### src/rtl/imm_extend_pipe.sv
// Registered immediate generator: extends the selected instruction field at push
// time and queues {illegal, immediate} in a small in-order buffer for execute.
module imm_extend_pipe #(
  parameter int N     = 16,
  parameter int SM_W  = 5,
  parameter int LG_W  = 8,
  parameter int DIS_W = 11,
  parameter int DEPTH = 2
) (
  input  logic         clk,
  input  logic         rst_n,
  input  logic         in_valid,
  output logic         in_ready,
  input  logic [N-1:0] inst,
  input  logic         ext_sign,
  input  logic [2:0]   ext_op,
  input  logic         flush,
  output logic         out_valid,
  input  logic         out_ready,
  output logic [N-1:0] ext_imm,
  output logic         out_illegal
);

  localparam int PW = $clog2(DEPTH);
  localparam int CW = PW + 1;

  // Valid/ready: a transfer happens on a rising edge where valid && ready are both
  // high; the producer holds its payload stable while valid is high and ready is low.

  logic [N-1:0]     imm_q [DEPTH];
  logic [DEPTH-1:0] ill_q;
  logic [PW-1:0]    rd_q, rd_d, wr_q, wr_d;
  logic [CW-1:0]    cnt_q, cnt_d;

  logic [N-1:0] sm_ext, lg_ext, dis_ext, lg_shift, lg_zext;
  logic [N-1:0] new_imm;
  logic         new_ill;
  logic         push, pop;
  logic         unused_ok;

  assign unused_ok = ^inst[N-1:DIS_W];

  always_comb begin
    sm_ext   = {{(N-SM_W){ext_sign & inst[SM_W-1]}}, inst[SM_W-1:0]};
    lg_ext   = {{(N-LG_W){ext_sign & inst[LG_W-1]}}, inst[LG_W-1:0]};
    dis_ext  = {{(N-DIS_W){ext_sign & inst[DIS_W-1]}}, inst[DIS_W-1:0]};
    lg_zext  = {{(N-LG_W){1'b0}}, inst[LG_W-1:0]};
    lg_shift = lg_zext << LG_W;
    new_imm  = sm_ext;
    new_ill  = 1'b0;
    case (ext_op)
      3'b000:  new_imm = sm_ext;
      3'b001:  new_imm = lg_ext;
      3'b010:  new_imm = dis_ext;
      3'b011:  new_imm = lg_shift;
      default: begin
        new_imm = sm_ext;
        new_ill = 1'b1;
      end
    endcase
  end

  // Ready depends only on registered occupancy, never on out_ready.
  assign in_ready    = (cnt_q < CW'(DEPTH));
  assign out_valid   = (cnt_q != '0);
  assign ext_imm     = out_valid ? imm_q[rd_q] : '0;
  assign out_illegal = out_valid ? ill_q[rd_q] : 1'b0;

  assign push = in_valid && in_ready;
  assign pop  = out_valid && out_ready;

  always_comb begin
    rd_d  = rd_q;
    wr_d  = wr_q;
    cnt_d = cnt_q;
    if (flush) begin
      rd_d  = '0;
      wr_d  = '0;
      cnt_d = '0;
    end else begin
      if (push) wr_d = (wr_q == PW'(DEPTH-1)) ? '0 : wr_q + 1'b1;
      if (pop)  rd_d = (rd_q == PW'(DEPTH-1)) ? '0 : rd_q + 1'b1;
      if (push && !pop)      cnt_d = cnt_q + 1'b1;
      else if (!push && pop) cnt_d = cnt_q - 1'b1;
    end
  end

  always_ff @(posedge clk or negedge rst_n) begin
    if (!rst_n) begin
      rd_q  <= '0;
      wr_q  <= '0;
      cnt_q <= '0;
    end else begin
      rd_q  <= rd_d;
      wr_q  <= wr_d;
      cnt_q <= cnt_d;
    end
  end

  always_ff @(posedge clk or negedge rst_n) begin
    if (!rst_n) begin
      for (int i = 0; i < DEPTH; i++) imm_q[i] <= '0;
      ill_q <= '0;
    end else if (push && !flush) begin
      imm_q[wr_q] <= new_imm;
      ill_q[wr_q] <= new_ill;
    end
  end

endmodule
### config.mk
export PLATFORM = sky130hd
export DESIGN_NAME = imm_extend_pipe
export DESIGN_NICKNAME = d
export VERILOG_FILES = /design/src/rtl/imm_extend_pipe.sv
export SDC_FILE = /design/constraint.sdc
export NUM_CORES = 1
export LEC_CHECK = 0
export CAP_MARGIN = 10
export CORE_UTILIZATION = 30
export DETAILED_ROUTE_END_ITERATION = 8
export SLEW_MARGIN = 20
export SYNTH_ARGS = -nofsm -noshare
export SYNTH_HDL_FRONTEND = slang
export SYNTH_SLANG_ARGS = --single-unit
export TNS_END_PERCENT = 30
### constraint.sdc
create_clock -name clk -period 1.4 [get_ports clk]
set_input_delay 0.21 -clock clk [delete_from_list [all_inputs] [get_ports clk]]
set_output_delay 0.21 -clock clk [all_outputs]
set_load 0.005 [all_outputs]
==> run_results.csv <==
group,metric,value,unit
clock_tree,cts_made_buffers,5,
timing,tightest_slew,0.4180,ns
worst_setup_path,r2r-end,"imm_q[11]",
clock_tree,cts_tree,"yes",
logic_synthesis,synth_cell_type_count,33,
worst_setup_path,crit_cells,6,
final_layout,fin_util,0.4650,
floorplanning,ioPinCount,44,
pwr,p_sw,0.9339,mW
pwr,swShare,0.2851,
detailed_routing,via_per_inst,4.913,
timing,hold_ws,0.3804,ns
pwr,combPwrFrac,0.267,
floorplanning,initial_core_util,0.3137,
placement,dpl_worst_slack,-0.3376,ns
detailed_routing,drcViolationCount,10,
logic_synthesis,netlist_area,2014,µm²
worst_setup_path,critPathMaxStageDelay,0.41,ns
final_layout,final_common_cell,"dfrtp_1",
detailed_routing,wl,5390,µm
worst_setup_path,criticalPathCategory,"reg2out",
worst_setup_path,path_cells,"buf_6, buf_6, buf_6, mux2i_1, nor2_1, buf_2",
pwr,p_int,2.342,mW
worst_setup_path,critPathRequiredTime,1.19,ns
worst_setup_path,critPathLaunchType,"flip-flop",
logic_synthesis,avgSynthCellArea,9.826,µm²
clock_tree,clk_latency,0.29,ns
final_layout,final_cell_mix,"dfrtp_1, mux2i_1, buf_4",
grt,grtUsageMet2,0.2511,
clock_tree,h-tree-depth,2,
worst_setup_path,crit_end,"ext_imm[14]",
final_layout,drive_above_1_share,0.3218,
worst_setup_path,worstPathArrival,1.37,ns
logic_synthesis,synthCells,205,
floorplanning,fp.dieW,83.95,µm
grt,grt_antenna_before_repair,0,
floorplanning,rows,29,
worst_setup_path,ff2ff_path_depth,6,
placement,dp_hpwl,3696,µm
timing,drv_slew,0,
timing,setup_tns,-3.608,ns
placement,dpl_cell_area,2701,µm²
final_layout,fin_area,2987,µm²
grt,grt_pass1_wl,8514,µm
grt,grt_overflow,0,
worst_setup_path,critPathTopFamily,"buffers and inverters",
logic_synthesis,async_flop_share,1.000,
pwr,power.density,1097,nW/µm²
worst_setup_path,cp-end-kind,"output port",
grt,grt_use_met3,0.03759,
logic_synthesis,ys_ff_latch,38,
worst_setup_path,crit_path_max_fanout,8,
detailed_routing,num_vias,1798,
timing,fmax,632.4,MHz
grt,grt_max_degree,23,
timing,skew,0.006725,ns
run_status,failed_checks,"design-rule violations, negative setup slack",
timing,fin_crit,1.581,ns
timing,setup_viol,41,
timing,post-route-period-util,1.130,
flow_run,drv_cap,0,
timing,rsz0062_at_grt,"true",
worst_setup_path,rrSetupSlack,-0.11,ns
grt,grt_pass1_vias,1781,
final_layout,fillers,607,
timing,setup_ws,-0.1813,ns
placement,io_buffers,38,
clock_tree,clk_path_buf_depth,2,
worst_setup_path,rr_startpoint,"cnt_q[1]",
grt,top_usage_layer,"met2",
pwr,seq_power_share,0.455,
final_layout,fin_nets,313,
detailed_routing,dr.pass1.iters,6,
floorplanning,dieArea,7047,µm²
clock_tree,clock-sinks,38,
placement,gp_congestion,0.7499,
logic_synthesis,synth_edf_count,0,
logic_synthesis,yosys.area.top_type_share,0.4720,
final_layout,n_antenna_cell,0,
worst_setup_path,cpMaxStageDelayCell,"dfrtp_1",
pwr,vdd_drop_max,0.0005998,V
pwr,clkPwrFrac,0.278,
floorplanning,core-area,6422,µm²
worst_setup_path,cp_common_cell,"buf_6",
logic_synthesis,yosysSeqAreaShare,0.4720,
timing,relSlewSlack,0.7213,
worst_setup_path,worst-path-buf-inv,4,
worst_hold_path,hp-class,"in2async",
logic_synthesis,yosys.area.top_type,"dfrtp_1",
worst_setup_path,worstSetupStartpoint,"rd_q",
clock_tree,path_clk_slew,0.08,ns
run_status,status,"finished with violations",
logic_synthesis,synth.net_count,230,
final_layout,syn_to_final_growth,48.26,%
timing,finalHoldViolations,0,
clock_tree,ctsRootBufferMaster,"clkbuf_8",
grt,use_met1,0.2025,
logic_synthesis,ys_warn_count,0,
logic_synthesis,synthTopCellsByArea,"dfrtp_1, mux2i_1, o21ai_0",
detailed_routing,drtIter0Drc,116,
pwr,leakagePower,1.363,nW
detailed_routing,drtAntennaViolNets,0,
floorplanning,die_h,83.95,µm
grt,grt_usage,0.1533,
logic_synthesis,ys.flop_type,"dfrtp_1",
detailed_routing,avgRoutedWirePerCell,14.73,µm
==> power by group through the flow <==
stage	registers (mW)	clock network (mW)	logic, mW
2_1_floorplan	1.46	0	0.451
3_3_place_gp	1.48	0	0.782
3_5_place_dp	1.49	0	0.799
4_1_cts	1.47	0.929	0.838
5_1_grt	1.52	0.966	0.976
6_report	1.49	0.912	0.874
==> what timing repair did <==
item,CTS,global route
gates cloned,0,3
resized for setup,87,24
setup endpoints to repair,40,45
hold endpoints to repair,16,0
buffers inserted,14,2
hold buffers,1,0
pin swaps,16,8
==> sequential cells by signal, summed over array words and instances (netlist names) <==
signal	flops
wr_q	1
imm_q	32
ill_q	2
rd_q	1
cnt_q	2
==> synthesized netlist by cell type (all sizes together), types with 3 or more instances <==
| master | n |
|---|---|
| inv | 4 |
| nor2 | 27 |
| nand2 | 27 |
| buf | 10 |
| dfrtp | 38 |
| and4b | 5 |
| xor2 | 3 |
| mux2i | 27 |
| o21ai | 31 |
| a31oi | 6 |
| a32oi | 3 |
| nor2b | 3 |
==> worst min path at each step <==
stage | cells after the start | end | from
2_1_floorplan | 0 | cnt_q[0] | rst_n
3_3_place_gp | 1 | imm_q[2] | rst_n
3_5_place_dp | 1 | imm_q[18] | rst_n
4_1_cts | 2 | imm_q[18] | rst_n
5_1_grt | 2 | imm_q[18] | rst_n
6_report | 2 | imm_q[18] | rst_n
==> per-layer routing <==
layer | share of wire | up-vias
met4 | 0.0041 | 0
met5 | 0 | -
met2 | 0.47 | 44
met3 | 0.051 | 2
met1 | 0.47 | 854
li1 | - | 898
==> final cells by class <==
type | instances | area (µm²) | share of cell area
flip-flops and latches | 38 | 950.9 | 0.3184
clock inverters | 3 | 40.04 | 0.01341
repair buffers | 85 | 770.7 | 0.2581
multi-input cells | 154 | 1045 | 0.3498
clock buffers | 5 | 68.82 | 0.02304
well taps | 77 | 96.34 | 0.03226
inverters | 4 | 15.01 | 0.005027
==> metrics by stage <==
| step | power (mW) | std cells |
|---|---|---|
| final | 3.275 | 366 |
| after CTS | 3.241 | 362 |
| after detailed placement | 2.294 | 339 |
| after floorplan | 1.911 | 205 |
| after global placement | 2.263 | 339 |
| after global routing | 3.461 | 366 |
==> logic make-up (layout without fill, tap and decap cells) <==
| family | Yosys count | in the layout | synth area share |
|---|---|---|---|
| AO/OA/AOI/OAI | 45 | 45 | 0.1323 |
| XOR/XNOR | 4 | 4 | 0.01739 |
| buffers and inverters | 16 | 97 | 0.04658 |
| flip-flops | 38 | 38 | 0.4720 |
| multiplexers | 29 | 29 | 0.1453 |
| AND/OR/NAND/NOR | 73 | 76 | 0.1863 |
==> worst register-to-register path: cells and delay by family (launching register included) <==
kind | cells | cell delay (ns)
AOI/OAI and AO/OA | 1 | 0.08
DFF | 1 | 0.41
muxes | 1 | 0.20
buffers and inverters | 3 | 0.40
and+or+nand+nor | 1 | 0.32
No activity file was read; power rests on OpenSTA's default activity.
